File: config.mk
export PLATFORM = sky130hd
export DESIGN_NAME = ifu_mem_req_arbiter
export DESIGN_NICKNAME = d
export VERILOG_FILES = /design/src/rtl/ifu_mem_req_arbiter.sv
export SDC_FILE = /design/constraint.sdc
export NUM_CORES = 1
export LEC_CHECK = 0
export CORE_AREA = 2 2 202 204
export DETAILED_ROUTE_END_ITERATION = 10
export DIE_AREA = 0 0 204 206
export PLACE_DENSITY = 0.65
export SKIP_LAST_GASP = 1
export SYNTH_ARGS = -nofsm -noshare
export SYNTH_HDL_FRONTEND = slang
export SYNTH_SLANG_ARGS = --single-unit
File: constraint.sdc
create_clock -name Clock -period 2.7 [get_ports Clock]
set_input_delay 0.405 -clock Clock [delete_from_list [all_inputs] [get_ports Clock]]
set_output_delay 0.405 -clock Clock [all_outputs]
set_load 0.01 [all_outputs]
File: src/rtl/ifu_mem_req_arbiter.sv
// Arbitrates the single memory port between IFU demand misses and prefetches.
// One transaction in flight; a same-line demand can ride on an outstanding prefetch.
module ifu_mem_req_arbiter #(
    parameter int ADDR_WIDTH    = 32,
    parameter int LINE_WIDTH    = 128,
    parameter int OFFSET_BITS   = 4,
    parameter int MAX_PF_STARVE = 8
) (
    input  logic                  Clock,
    input  logic                  Rst,
    input  logic                  dmd_req_valid_in,
    input  logic [ADDR_WIDTH-1:0] dmd_req_addr_in,
    output logic                  dmd_req_ready_out,
    output logic                  dmd_rsp_valid_out,
    output logic [LINE_WIDTH-1:0] dmd_rsp_data_out,
    input  logic                  pf_req_valid_in,
    input  logic [ADDR_WIDTH-1:0] pf_req_addr_in,
    output logic                  pf_req_ready_out,
    output logic                  pf_rsp_valid_out,
    output logic [ADDR_WIDTH-1:0] pf_rsp_addr_out,
    output logic [LINE_WIDTH-1:0] pf_rsp_data_out,
    output logic                  mem_req_valid_out,
    output logic [ADDR_WIDTH-1:0] mem_req_addr_out,
    input  logic                  mem_req_ready_in,
    input  logic                  mem_rsp_valid_in,
    input  logic [LINE_WIDTH-1:0] mem_rsp_data_in,
    output logic                  busy_out
);
    localparam int CNT_W = (MAX_PF_STARVE > 0) ? $clog2(MAX_PF_STARVE + 1) : 1;
    localparam logic [CNT_W-1:0] CNT_MAX = CNT_W'(MAX_PF_STARVE);

    typedef enum logic [1:0] {S_IDLE, S_REQ, S_WAIT} state_t;

    state_t                  state_q, state_d;
    logic                    owner_q, owner_d;      // 1 = prefetch owns the transaction
    logic                    merge_q, merge_d;
    logic [ADDR_WIDTH-1:0]   addr_q, addr_d;
    logic [CNT_W-1:0]        starve_q, starve_d;
    logic                    dmd_rsp_v_q, dmd_rsp_v_d;
    logic                    pf_rsp_v_q, pf_rsp_v_d;
    logic [LINE_WIDTH-1:0]   dmd_data_q, dmd_data_d;
    logic [LINE_WIDTH-1:0]   pf_data_q, pf_data_d;
    logic [ADDR_WIDTH-1:0]   pf_addr_q, pf_addr_d;

    logic                    dmd_ready, pf_ready, merge_hit, force_pf, same_line;
    logic [CNT_W-1:0]        starve_inc;
    logic [ADDR_WIDTH-1:0]   dmd_line, pf_line;
    logic                    unused_offsets;

    assign dmd_line       = {dmd_req_addr_in[ADDR_WIDTH-1:OFFSET_BITS], {OFFSET_BITS{1'b0}}};
    assign pf_line        = {pf_req_addr_in[ADDR_WIDTH-1:OFFSET_BITS], {OFFSET_BITS{1'b0}}};
    assign unused_offsets = ^{dmd_req_addr_in[OFFSET_BITS-1:0], pf_req_addr_in[OFFSET_BITS-1:0]};
    assign same_line      = (dmd_line == pf_line);
    assign force_pf       = (MAX_PF_STARVE != 0) && (starve_q >= CNT_MAX);
    assign starve_inc     = (starve_q < CNT_MAX) ? starve_q + 1'b1 : starve_q;
    assign merge_hit      = (state_q != S_IDLE) && owner_q && !merge_q &&
                            dmd_req_valid_in && (dmd_line == addr_q);

    always_comb begin
        state_d     = state_q;
        owner_d     = owner_q;
        merge_d     = merge_q;
        addr_d      = addr_q;
        starve_d    = starve_q;
        dmd_ready   = 1'b0;
        pf_ready    = 1'b0;
        dmd_rsp_v_d = 1'b0;
        pf_rsp_v_d  = 1'b0;
        dmd_data_d  = dmd_data_q;
        pf_data_d   = pf_data_q;
        pf_addr_d   = pf_addr_q;

        if (state_q == S_IDLE) begin
            if (dmd_req_valid_in && pf_req_valid_in && same_line) begin
                // Same line requested by both: demand issues, prefetch is swallowed.
                dmd_ready = 1'b1;
                pf_ready  = 1'b1;
                owner_d   = 1'b0;
                addr_d    = dmd_line;
                state_d   = S_REQ;
            end else if (dmd_req_valid_in && !(pf_req_valid_in && force_pf)) begin
                dmd_ready = 1'b1;
                owner_d   = 1'b0;
                addr_d    = dmd_line;
                state_d   = S_REQ;
            end else if (pf_req_valid_in) begin
                pf_ready  = 1'b1;
                owner_d   = 1'b1;
                addr_d    = pf_line;
                state_d   = S_REQ;
            end
            starve_d = (!pf_req_valid_in || pf_ready) ? '0 : starve_inc;
        end else begin
            starve_d = pf_req_valid_in ? starve_inc : '0;
            if (merge_hit) begin
                dmd_ready = 1'b1;
                merge_d   = 1'b1;
            end
            if (state_q == S_REQ && mem_req_ready_in) begin
                state_d = S_WAIT;
            end
            if (state_q == S_WAIT && mem_rsp_valid_in) begin
                state_d     = S_IDLE;
                merge_d     = 1'b0;
                dmd_rsp_v_d = !owner_q || merge_q || merge_hit;
                pf_rsp_v_d  = owner_q;
                if (!owner_q || merge_q || merge_hit) begin
                    dmd_data_d = mem_rsp_data_in;
                end
                if (owner_q) begin
                    pf_data_d = mem_rsp_data_in;
                    pf_addr_d = addr_q;
                end
            end
        end
    end

    always_ff @(posedge Clock) begin
        if (Rst) begin
            state_q     <= S_IDLE;
            owner_q     <= 1'b0;
            merge_q     <= 1'b0;
            addr_q      <= '0;
            starve_q    <= '0;
            dmd_rsp_v_q <= 1'b0;
            pf_rsp_v_q  <= 1'b0;
            dmd_data_q  <= '0;
            pf_data_q   <= '0;
            pf_addr_q   <= '0;
        end else begin
            state_q     <= state_d;
            owner_q     <= owner_d;
            merge_q     <= merge_d;
            addr_q      <= addr_d;
            starve_q    <= starve_d;
            dmd_rsp_v_q <= dmd_rsp_v_d;
            pf_rsp_v_q  <= pf_rsp_v_d;
            dmd_data_q  <= dmd_data_d;
            pf_data_q   <= pf_data_d;
            pf_addr_q   <= pf_addr_d;
        end
    end

    assign dmd_req_ready_out = dmd_ready && !Rst;
    assign pf_req_ready_out  = pf_ready && !Rst;
    assign dmd_rsp_valid_out = dmd_rsp_v_q;
    assign dmd_rsp_data_out  = dmd_data_q;
    assign pf_rsp_valid_out  = pf_rsp_v_q;
    assign pf_rsp_addr_out   = pf_addr_q;
    assign pf_rsp_data_out   = pf_data_q;
    assign mem_req_valid_out = (state_q == S_REQ);
    assign mem_req_addr_out  = addr_q;
    assign busy_out          = (state_q != S_IDLE);

endmodule

==> results of run 1 <==
==> cells in the mapped netlist, types with 3 or more instances <==
cell        n  share of area (%)
inv_1      20               0.55
a21oi_1   161                5.9
xnor2_1    45                2.9
buf_6       3               0.25
a21boi_0    5               0.27
buf_8      10                1.1
nand2_1   343                9.4
nor4_1      5               0.23
buf_4       9               0.49
nor3_1      5               0.18
nand4_1    10               0.46
a211oi_1   22                1.2
nand2b_1  261                 12
mux2i_1   129                9.4
buf_1       4               0.11
nor2_1     54                1.5
o21ai_0    31                1.1
clkbuf_1   97                2.7
a221oi_1    6               0.38
o21a_1     21                1.1
nor2b_1     7               0.32
o22ai_1     4               0.18
dfxtp_1   322                 47
xor2_1      4               0.26
==> state kept, by name, summed over array words and instances, names as in the netlist <==
register,cells
dmd_rsp_data_out,128
pf_rsp_data_out,128
mem_req_addr_out,28
pf_rsp_addr_out,28
starve_q,4
state_q,2
dmd_rsp_valid_out,1
merge_q,1
owner_q,1
pf_rsp_valid_out,1
==> worst max-delay path by stage <==
stage,from,end,slack (ns),depth (start not counted)
3_5_place_dp,dmd_req_addr_in[24],dmd_req_ready_out,-0.63,8
5_1_grt,mem_req_addr_out[24],dmd_req_ready_out,-0.09,7
3_3_place_gp,dmd_req_addr_in[24],dmd_req_ready_out,-0.61,8
4_1_cts,mem_req_addr_out[24],dmd_req_ready_out,-0.02,7
6_report,mem_req_addr_out[24],dmd_req_ready_out,0.02,7
2_1_floorplan,dmd_req_addr_in[11],dmd_req_ready_out,0.55,7
==> layout make-up <==
cell class | count | area (um2) | share of cell area [%]
well taps | 532 | 666 | 3.19
repair buffers | 582 | 5790 | 27.8
inverters | 20 | 75.1 | 0.360
flip-flops and latches | 322 | 6450 | 30.9
clock inverters | 6 | 40.0 | 0.192
diodes | 1 | 2.50 | 0.0120
multi-input cells | 1139 | 6720 | 32.2
clock buffers | 54 | 1110 | 5.32
==> metal layers <==
layer | vias up | share of wire (%) | GRT usage [%]
li1 | 6204 | - | -
met1 | 5958 | 41 | 25.5
met2 | 441 | 48 | 35.9
met3 | 88 | 6.8 | 5.11
met4 | 0 | 3.7 | 9.32
met5 | - | 0 | 0
==> power by group <==
part | total, mW | internal, mW | leakage [nW] | switching, mW
clock network | 4.78 | 2.83 | 0.569 | 1.95
registers | 4.95 | 4.86 | 2.60 | 0.0953
logic | 1.51 | 0.805 | 4.10 | 0.707
==> metrics by stage <==
stage / util [%] / hold WS (ns) / instance area [um2] / TNS (ns) / power (mW)
after floorplan: - / 0.434 / 13800 / 0 / 5.70
after global placement: 48.8 / 0.442 / 19600 / -63.98 / 6.54
after detailed placement: 48.8 / 0.447 / 19600 / -70.91 / 6.55
after CTS: 51.8 / 0.260 / 20800 / -0.0235 / 11.4
after global routing: 51.9 / 0.223 / 20900 / -0.0911 / 11.7
final: 51.9 / 0.239 / 20900 / 0 / 11.2
==> cells by family after synthesis <==
family                   after synthesis  share of synthesized area, %
AND/OR/NAND/NOR                      692                          24.3
flip-flops                           322                          47.0
AO/OA/AOI/OAI                        259                          10.8
buffers and inverters                144                          5.18
multiplexers                         129                          9.41
XOR/XNOR                              49                          3.13
adder cells (fa/ha/maj)                2                         0.182
other                                  1                        0.0273
==> worst max-delay path, stage by stage, from the launching register on <==
cell and delay [ns]:
dfxtp_1 0.33, xnor2_2 0.21, nand4_1 0.20, nor4_2 0.36
buf_4 0.16, nand4_2 0.15, a21oi_2 0.18, buf_2 0.15
==> what timing repair did <==
item	CTS	global route
pin swaps	16	5
gates cloned	0	0
setup buffers	0	1
resized for setup	41	13
endpoints found under the setup margin	32	3
==> summary.md, run 1 <==
| Metric | Value |
|---|---|
| Outcome | finished, final reports clean |
| RSZ-0062 raised after global routing | yes |
| Maximum VDD drop | 0.000401 V |
| Hold path depth | 2 |
| # fillers | ~3800 |
| FF+latch count, synth | roughly 320 |
| Fin. max-slew vios | 0 |
| CP Max Fanout | 2 |
| ANT nets after route | 0 |
| Nature of the critical path endpoint | output port |
| Worst r2r dst | dmd_rsp_data_out[121] |
| Tot GR Track Use | 21.2% |
| Vias/cell | between 4 and 5 |
| H-tree Lvls | 2 |
| TritonCTS Buffers | 36 |
| Most frequent cells in the layout | 476 x clkdlybuf4s50_1, 342 x nand2_1, 322 x dfxtp_1 |
| Iter 0 DRT Violations | a little under 800 |
| PortBufs | roughly 510 |
| WL/cell | between 15 and 20 um |
| Synth-to-layout area growth | 52.0% |
| Max_cap viols | 0 |
| Grt total ovfl | 0 |
| CP startpoint kind | flip-flop |
| RR Startpoint | mem_req_addr_out[24] |
| # nets final | between 2000 and 2500 |
| DIE AREA | ~42000 um2 |
| Clk buf depth | 3 |
| Crit path required time | roughly 2.3 ns |
| Smallest setup slack after layout | between 0.02 and 0.025 ns |
| Max Fclk | 0.373 GHz |
| R2R depth | 10 |
| Share of post-route cells with drive strength above 1 | under 10% |
| Number of instances in the placed design | approximately 2600 |
| Pre-CTS setup slack | -0.632 ns |
| Clock root cell | clkbuf_16 |
| Gpl congestion | just over 0.9 |
| DRC Markers | 0 |
| Total number of vias | 12700 |
| Non-filler instance count after layout | approximately 2700 |
| Vias in the first global route | ~12000 |
| Hold Crit Class | primary input to flip-flop |
| WL final | 47100 um |
| CTS clock-pin slew for the worst setup and hold paths | around 0.060 ns |
| TritonCTS clock tree | done |
| Post-synthesis sequential area ratio | approximately 47% |
| Worst hold start | dmd_req_addr_in[21] |
| Final Setup Violations | 0 |
| Die height | roughly 200 um |
| Initial antenna violation count | 0 |
| Dpl hpwl | approximately 34000 um |
| Crit Path Category | flip-flop to output port |
| Worst Hold Path EP | mem_req_addr_out[21] |
| P per Cell Area | about 540 nW/um2 |
| Min Tclk post-route | 2.68 ns |
| Clk_lat worst skew | between 0.5 and 0.6 ns |
| Core area | roughly 40000 um2 |
| Slew @ Worst Pin | between 0.7 and 0.8 ns |
| Commonest non-fill, non-tap cell in the layout | clkdlybuf4s50_1 |
| First-pass GRT wire length | 69600 um |
| Post-synth ARST share | 0% |
| Max-slew headroom | between 50% and 60% |
| Clk_skew | ~0.017 ns |
| Die Width | between 200 and 250 um |
| Hold-fix buffers at CTS | 0 |
| Mean Syn Cell Area | approximately 8.6 um2 |
| Sink Count | about 320 |
| Flop2flop setup slack | 0.19 ns |
| Final period util | between 90 and 100% |
| Mapped cell area | 13700 um2 |
| Arr. time, crit path | ~2.3 ns |
| Ys Warns | 0 |
| Largest net degree at the start of global routing | slightly above 200 |
| Yosys cell types | 40 |
| Hold violation count in the final report | 0 |
| Standard-cell row count | 74 |
| Initial core utilization | between 30 and 40% |
| Leak Pwr | ~7.3 nW |
| Syn Inst Count | roughly 1600 |
| Top FF cell, synth | dfxtp_1 |
| Drt pass-1 iters | 5 |
| Total I/O pin count | around 520 |
| EDFF count, synth | 0 |
Note: power is estimated with default switching activity, not from simulation.
==> run 2: changes to the inputs <==
--- a/config.mk
+++ b/config.mk
@@ -9,7 +9,9 @@
 export DETAILED_ROUTE_END_ITERATION = 10
 export DIE_AREA = 0 0 204 206
 export PLACE_DENSITY = 0.65
+export REMOVE_ABC_BUFFERS = 1
 export SKIP_LAST_GASP = 1
+export SLEW_MARGIN = 20
 export SYNTH_ARGS = -nofsm -noshare
 export SYNTH_HDL_FRONTEND = slang
 export SYNTH_SLANG_ARGS = --single-unit
==> run 2 against run 1 <==
Against the previous run:
- sequential share of layout area is 0.48 points lower
- critical path type is now primary input to output port
- largest power group is now clock
- hold slack better by 0.0056 ns
- wire length is 4.3% lower
==> summary.md, run 2 (synthesis gave the netlist of run 1 again) <==
| Metric | Value |
|---|---|
| Tot GR Track Use | between 20 and 25% |
| CTS clock-pin slew for the worst setup and hold paths | around 0.050 ns |
| Commonest non-fill, non-tap cell in the layout | clkdlybuf4s50_1 |
| Fin area | between 20000 and 25000 um2 |
| # nets final | between 2000 and 2500 |
| Crit path required time | 2.30 ns |
| Number of instances in the placed design | approximately 2600 |
| Vias/cell | ~4.8 |
| WL final | approximately 45000 um |
| Leak Pwr | ~7.4 nW |
| Crit Path Category | primary input to output port |
| Hold violation count in the final report | 0 |
| Max Fclk | between 0.3 and 0.4 GHz |
| Most frequent CP cell | buf_4 |
| WL/cell | approximately 17 um |
| Vias in the first global route | approximately 12000 |
| Non-filler instance count after layout | 2686 |
| TritonCTS Buffers | 38 |
| DP Area | approximately 20000 um2 |
| Maximum VDD drop | 0.000329 V |
| Die height | 206 um |
| Dpl hpwl | between 30000 and 40000 um |
| Final period util | 96.4% |
| TritonCTS clock tree | done |
| Standard-cell row count | 74 |
| Min Tclk post-route | about 2.6 ns |
| RR Startpoint | mem_req_addr_out[13] |
| Synth-to-layout area growth | 54.4% |
| H-tree Lvls | 2 |
| Core area | between 40000 and 50000 um2 |
| Die Width | approximately 200 um |
| CP Max Fanout | 2 |
| Final Setup Violations | 0 |
| Arr. time, crit path | around 2.2 ns |
| DIE AREA | ~42000 um2 |
| Iter 0 DRT Violations | about 610 |
| Total number of vias | between 10000 and 15000 |
| Clk_skew | between 0.015 and 0.02 ns |
| Clk_lat worst skew | between 0.5 and 0.6 ns |
| Initial core utilization | between 30% and 40% |
| Total I/O pin count | approximately 520 |
| Initial antenna violation count | 1 |
| # fillers | between 3000 and 4000 |
| P per Cell Area | between 500 and 600 nW/um2 |
| CP Launch Point | dmd_req_addr_in[30] |
| Final total power | 11.8 mW |
| Max-slew headroom | a little over two fifths |
| Drt pass-1 iters | 5 |
| Share of post-route cells with drive strength above 1 | around 8.6% |
| Most frequent cells in the layout | 492 x clkdlybuf4s50_1, 342 x nand2_1, 319 x dfxtp_1 |
| Hold Crit Class | primary input to flip-flop |
| Worst hold start | Rst |
| PortBufs | between 500 and 600 |
| Clock root cell | clkbuf_16 |
| Fin. max-slew vios | 0 |
| Clk buf depth | 3 |
| Worst path cell trace | clkdlybuf4s50_1 > buf_4 > xnor2_1 > nand4_1 > nor4_2 > buf_4 > nand4_2 > a21oi_2 > buf_2 |
| Setup TNS | 0 ns |
| First-pass GRT wire length | between 60000 and 70000 um |
| Grt total ovfl | 0 |
| Hold-fix buffers at CTS | 0 |
| Crit-path slowest cell | clkdlybuf4s50_1 |
| CP startpoint kind | primary input |
| Outcome | finished, final reports clean |
| Slew @ Worst Pin | approximately 0.85 ns |
| Worst path max stage delay | around 0.50 ns |
| Max_cap viols | 0 |
| RSZ-0062 raised after global routing | no |
| ANT nets after route | 0 |
| Gpl congestion | around 0.81 |
| Sink Count | ~320 |
| Nature of the critical path endpoint | output port |
| DRC Markers | 0 |
| Largest net degree at the start of global routing | 200 |
[run 2: stage by stage]
| stage | setup slack, ns | hold slack (ns) | utilization, % |
|---|---|---|---|
| 2_1_floorplan | -3.88 | 0.426 | - |
| 3_3_place_gp | -0.458 | 0.439 | 49.2 |
| 3_5_place_dp | -0.422 | 0.442 | 49.2 |
| 4_1_cts | -0.0490 | 0.199 | 52.5 |
| 5_1_grt | 0.00253 | 0.222 | 52.7 |
| 6_report | 0.0982 | 0.244 | 52.8 |
[run 2: path summary, 6_finish.rpt]
path	endpoint	cells past startpoint	slack (ns)
setup reg to reg	dmd_rsp_data_out[55]	10	0.31
setup / recovery	dmd_req_ready_out	9	0.1
hold / removal	state_q[1]	2	0.24
hold reg to reg	pf_rsp_data_out[11]	2	0.45
[run 2: power breakdown]
part / leakage (nW) / internal (mW) / switching (mW) / total [mW]
combinational: 4.14 / 0.812 / 0.673 / 1.49
clock: 0.660 / 3.36 / 2.04 / 5.40
sequential: 2.60 / 4.86 / 0.0988 / 4.96
total: 7.41 / 9.03 / 2.81 / 11.8
[run 2: timing repair]
action / in CTS / in global routing
pin swaps: 3 / 5
endpoints found under the setup margin: 3 / 3
gates resized for setup: 20 / 21
setup buffers: 0 / 0
[run 2: final cells by class]
class | count | area, um2 | share of cell area (%)
clock inverter | 9 | 128 | 0.602
inverter | 20 | 75.1 | 0.354
multi-input combinational | 1139 | 6700 | 31.6
clock buffer | 60 | 1210 | 5.70
sequential | 322 | 6450 | 30.4
antenna | 2 | 5.00 | 0.0236
tap | 532 | 666 | 3.14
timing repair buffer | 602 | 5970 | 28.1
[run 2: layer usage]
layer,track usage (%),vias up,routed length (um),part of all wire [%]
li1,-,6249,-,-
met1,24.1,5963,18000,40
met2,34.7,477,21700,48
met3,6.21,77,3950,8.7
met4,8.05,0,1400,3.1
met5,0,-,0,0
[run 2: worst max-delay path, delay by kind of cell]
kind	cells	cell delay, ns
buffers and inverters	4	0.94
AO/OA/AOI/OAI	1	0.18
AND/OR/NAND/NOR	3	0.55
XOR/XNOR	1	0.10
